File: src/rtl/regfile_port_sched.sv
// regfile_port_sched: post-reset register sweep, then shares the register-file write port
// between core writeback (top priority) and loader/debug (round-robin).
module regfile_port_sched #(
  parameter logic        INIT_EN = 1'b1,
  parameter logic [31:0] INIT_X8 = 32'h0000_0048
) (
  input  logic        i_clk,
  input  logic        i_rst_n,
  input  logic        i_core_we,
  input  logic [4:0]  i_core_a3,
  input  logic [31:0] i_core_wd,
  output logic        o_core_stall,
  input  logic        i_ld_req,
  input  logic [4:0]  i_ld_addr,
  input  logic [31:0] i_ld_data,
  output logic        o_ld_ack,
  input  logic        i_dbg_req,
  input  logic [4:0]  i_dbg_addr,
  input  logic [31:0] i_dbg_data,
  output logic        o_dbg_ack,
  output logic        o_rf_we,
  output logic [4:0]  o_rf_a3,
  output logic [31:0] o_rf_wd,
  output logic        o_init_done
);
  typedef enum logic {S_INIT, S_RUN} state_t;
  state_t     r_state;
  logic [4:0] r_cnt;
  logic       r_rr;
  logic       w_init, w_run, w_core, w_ld_gnt, w_dbg_gnt;
  // Outputs are gated by the reset level itself so they drop the instant rst_n falls.
  always_comb begin
    w_init    = i_rst_n && r_state == S_INIT;
    w_run     = i_rst_n && r_state == S_RUN;
    w_core    = w_run && i_core_we;
    w_ld_gnt  = w_run && !i_core_we && i_ld_req && (!i_dbg_req || !r_rr);
    w_dbg_gnt = w_run && !i_core_we && i_dbg_req && (!i_ld_req || r_rr);
    o_rf_we   = w_init || w_core || w_ld_gnt || w_dbg_gnt;
    o_rf_a3   = w_init ? r_cnt : w_core ? i_core_a3 : w_ld_gnt ? i_ld_addr : w_dbg_gnt ? i_dbg_addr : 5'd0;
    o_rf_wd   = w_init ? (r_cnt == 5'd8 ? INIT_X8 : 32'd0) : w_core ? i_core_wd :
                w_ld_gnt ? i_ld_data : w_dbg_gnt ? i_dbg_data : 32'd0;
    o_ld_ack     = w_ld_gnt;
    o_dbg_ack    = w_dbg_gnt;
    o_core_stall = !w_run;
    o_init_done  = w_run;
  end
  always_ff @(posedge i_clk or negedge i_rst_n) begin
    if (!i_rst_n) begin
      r_state <= INIT_EN ? S_INIT : S_RUN;
      r_cnt   <= 5'd1;
      r_rr    <= 1'b0;
    end else if (r_state == S_INIT) begin
      r_cnt <= r_cnt + 5'd1;
      if (r_cnt == 5'd31) r_state <= S_RUN;
    end else if (w_ld_gnt) begin
      r_rr <= 1'b1;
    end else if (w_dbg_gnt) begin
      r_rr <= 1'b0;
    end
  end
endmodule

File: config.mk
export PLATFORM = sky130hd
export DESIGN_NAME = regfile_port_sched
export DESIGN_NICKNAME = d
export VERILOG_FILES = /design/src/rtl/regfile_port_sched.sv
export SDC_FILE = /design/constraint.sdc
export NUM_CORES = 1
export LEC_CHECK = 0
export ABC_AREA = 1
export ABC_CLOCK_PERIOD_IN_PS = 1800
export BUFFER_PORTS_ARGS = -buffer_cell sky130_fd_sc_hd__buf_4
export CORE_UTILIZATION = 33
export DETAILED_ROUTE_END_ITERATION = 12
export PLACE_DENSITY = 0.8
export SYNTH_ARGS = -nofsm -noshare
export SYNTH_HDL_FRONTEND = slang
export SYNTH_SLANG_ARGS = --single-unit
export TNS_END_PERCENT = 10
File: constraint.sdc
create_clock -name i_clk -period 1.8 [get_ports i_clk]
set_input_delay 0.27 -clock i_clk [delete_from_list [all_inputs] [get_ports i_clk]]
set_output_delay 0.27 -clock i_clk [all_outputs]
set_load 0.03 [all_outputs]
==> results.md <==
- The flow ran to the end, and the final reports show no timing, DRC or antenna violations.
- Clock-pin slew was measured on the worst setup and hold paths at 0.04 ns.
- STA classifies the critical path endpoint as a primary output.
- From left edge to right edge, the die measures 63.92 µm.
- The all-layer global routing usage is 25.99%.
- TritonCTS built the clock tree.
- The delay of the slowest cell on the worst path is 0.41 ns.
- The fraction of layout cells with a size suffix above 1 is 49.21%.
- The number of clock sinks is 7.
- The final layout net count is 500.
- The total CTS buffers is 3.
- Data on the critical path is required at its endpoint by about 1.5 ns.
- The die covers approximately 4100 µm².
- The number of nets produced by synthesis is roughly 340.
- Sorting the synthesized cells by area gives the leading types as sky130_fd_sc_hd__nand3_1 42%, sky130_fd_sc_hd__nand2_1 15%, sky130_fd_sc_hd__dfrtp_1 12%.
- In this run the tightest slew margin relative to its limit is 81.10%.
- Timing analysis after detailed placement gives a worst setup slack of 0.2029 ns.
- The number of top-level pins is 158.
- Between clock sinks in the finished design, the worst skew comes to 0.001022 ns.
- The routed design could run at a clock period as short as 1.790 ns.
- The flop and latch count out of synthesis is 7.
- The worst hold path belongs to the class in2async.
- The HPWL after detailed placement is approximately 4200 µm.
- Summing all non-filler instances in the final layout gives an area of between 2000 and 3000 µm².
- The total count of hold-check failures in the final report is 0.
- Counting flops with a built-in enable in the synthesized netlist gives 0.
- The number of cells on the critical path is 7.
- The first global-routing pass estimated around 8600 µm of wire.
- The starting utilization of the core area is about a third.
- The initial antenna violation count is 0.
- The count of final max-slew check failures was 0.
- The critical path arrival is about 1.5 ns.
- After detailed placement, the total cell area comes to 2474 µm².
- The clock root buffer is sky130_fd_sc_hd__clkbuf_8.
- 0 antenna diodes ended up in the layout.
- Setup violations remaining at the end of the flow were counted as 0.
- Entering global routing, the biggest net connects 55 pins.
- The detailed router's first-iteration violation count is 196.
- The area growth from synthesis to layout is 120.1%.
- In this run, placement finished with an instance count of approximately 420.
- The synthesized design spends more area on one cell type than any other, namely sky130_fd_sc_hd__nand3_1.
- The most frequently used flop master after synthesis is sky130_fd_sc_hd__dfrtp_1.
- The maximum clock insertion buffer count is 2.
- The final core utilization is between 70% and 80%.
- Summing internal, switching and leakage power gives 1.155 mW.
- The number of global-route vias before repair was 1859.
- The tool flagged a number of max-cap violations equal to 0.
- The family of cells with the greatest summed delay on the critical path is simple AND/OR/NAND/NOR gates.
- The analysis attributes to cell leakage a power of approximately 1.5 nW.
- The number of core rows is 22.
- The worst register-to-register path has a depth of 7.
- The signal on the critical path passes through nand2_4 -> nor2_4 -> buf_12 -> buf_12 -> nand2_1 -> nand3_1 -> buf_6.
- After synthesis, the share of flip-flops with an asynchronous set or reset is 100.0%.
- The number of fill cells is 323.
- The count of buffers added on input and output ports is about 160.
- The detail route stage leaves a number of antenna-violating nets equal to 0.
- The warning count from the yosys run is 0.
- The cell with the most instances on the worst path is sky130_fd_sc_hd__buf_12.
- By instance count, the leading cell after synthesis is sky130_fd_sc_hd__nand3_1.
- The cell area that synthesis handed to floorplanning was 1265 µm².
- Routability-driven placement finished with a final weighted congestion of 0.7694.
- Across the VDD grid, the largest voltage drop is 0.0004560 V.
- Summed over all failing endpoints, the final setup total negative slack is 0 ns.
- The critical path is of the reg2out type.
- Among all stages on the critical path, the largest delay is contributed by sky130_fd_sc_hd__dfrtp_2.
- A synthesized cell averages 5.647 µm².
- After synthesis, the most frequently instantiated cells are 105 x sky130_fd_sc_hd__nand3_1, 51 x sky130_fd_sc_hd__nand2_1, 15 x sky130_fd_sc_hd__inv_1.
- The mean number of vias per cell is 5.262.
- The routed wire length per instance is 14.79 µm.
- The count of cells in the finished layout, fillers not included, comes to approximately 430.
- Setup repair after global routing could not meet its margin everywhere.
- For this run, the detailed router's first-pass iteration total came to 5.
- The final critical path takes up 99.42% of the cycle.
- For this design the ratio of total power to cell area is 414.9 nW/µm².
- The number of levels in the clock H-tree is 1.
- The total area inside the core boundary comes to 3661 µm².
- The number of unique standard cell types used by synthesis is 21.
- The tightest hold path in the finished design has a slack of 0.009837 ns.
- At the pin with the least slew margin, the transition time is around 0.28 ns.
- The fraction of the yosys area taken by sequential cells is around 14%.
- The via count is around 2300.
- The number of buffer and inverter stages on the critical path is 3.
- The vertical die dimension is about 64 µm.
- The worst path setup slack after routing is 0.01040 ns.
- The final routed DRC violation total is 0.
- The clock latency of the later-clocked register in the worst-skew pair is 0.22 ns.
- The highest net fanout along the worst path is 22.
- The routed design has 6332 µm of wire.
- The maximum clock frequency is 558.8 MHz.
- The synthesized instance count is approximately 220.
- The share of Yosys cell area claimed by the top area cell type is 41.54%.
- The total overflow left after global routing is 0.
- The nature of the critical path startpoint is a flop.
cells in the final DEF, fill, tap and decap left out, drive strengths merged:
master and instances:
buf 169, xnor2 1, xor2 2, nand2 52, dfrtp 6, a21oi 2, o21ai 2, inv 15
or2 1, ha 3, clkbuf 6, nor2 5, dlygate4sd3 1, nand3 105, dfstp 1, nand4 8
nor3 1
power by group:
group          total [mW]  switching, mW  internal [mW]  leakage [nW]
clock network       0.220         0.0671          0.153        0.0228
registers           0.168        0.00410          0.164        0.0862
logic               0.767          0.388          0.379          1.38
total                1.16          0.459          0.696          1.49
path summary, 6_finish.rpt:
kind | start | end | slack, ns
min reg2reg | r_state$_DFF_PN0_ | r_cnt[0]$_DFFE_PN1N_ | 0.50
min | i_rst_n | r_cnt[0]$_DFFE_PN1N_ | 0.01
max reg2reg | r_cnt[0]$_DFFE_PN1N_ | r_cnt[4]$_DFFE_PN0N_ | 0.36
max | r_state$_DFF_PN0_ | o_rf_we | 0.01
max in group asynchronous | i_rst_n | r_state$_DFF_PN0_ | 1.06
min in group i_clk | r_state$_DFF_PN0_ | r_cnt[0]$_DFFE_PN1N_ | 0.50
cells by family after synthesis:
kind of cell,Yosys count,share of synthesized area [%]
simple gates,172,64.29
fa+ha+maj,3,2.968
buf+inv,35,15.13
flops,7,13.95
compound gates,4,1.583
xor+xnor,3,2.078
state kept, by name, summed over array words and instances, names as in the netlist:
register  cells
r_state       1
r_rr          1
r_cnt         5
timing repair:
| action | 4_1_cts | 5_1_grt |
|---|---|---|
| gates resized for setup | 23 | 18 |
| gates cloned | 0 | 3 |
| hold buffers | 1 | 0 |
| setup endpoints to repair | 25 | 37 |
| buffers inserted | 0 | 3 |
| endpoints found under the hold margin | 6 | 0 |
| pin swaps | 1 | 2 |
routing by layer:
layer / GRT usage (%) / wire (µm)
met5: 0 / 0
met4: 6.534 / 102
met3: 3.393 / 514
met2: 46.01 / 3299
met1: 32.80 / 2417
final cells by class:
type / instances / area [µm²] / share of cell area [%]
inverters: 15 / 56.30 / 2.022
flip-flops and latches: 7 / 177.7 / 6.382
repair buffers: 172 / 1510 / 54.25
clock buffers: 4 / 45.04 / 1.618
multi-input cells: 182 / 934.6 / 33.57
well taps: 48 / 60.06 / 2.157
No activity file was read; power rests on OpenSTA's default activity.
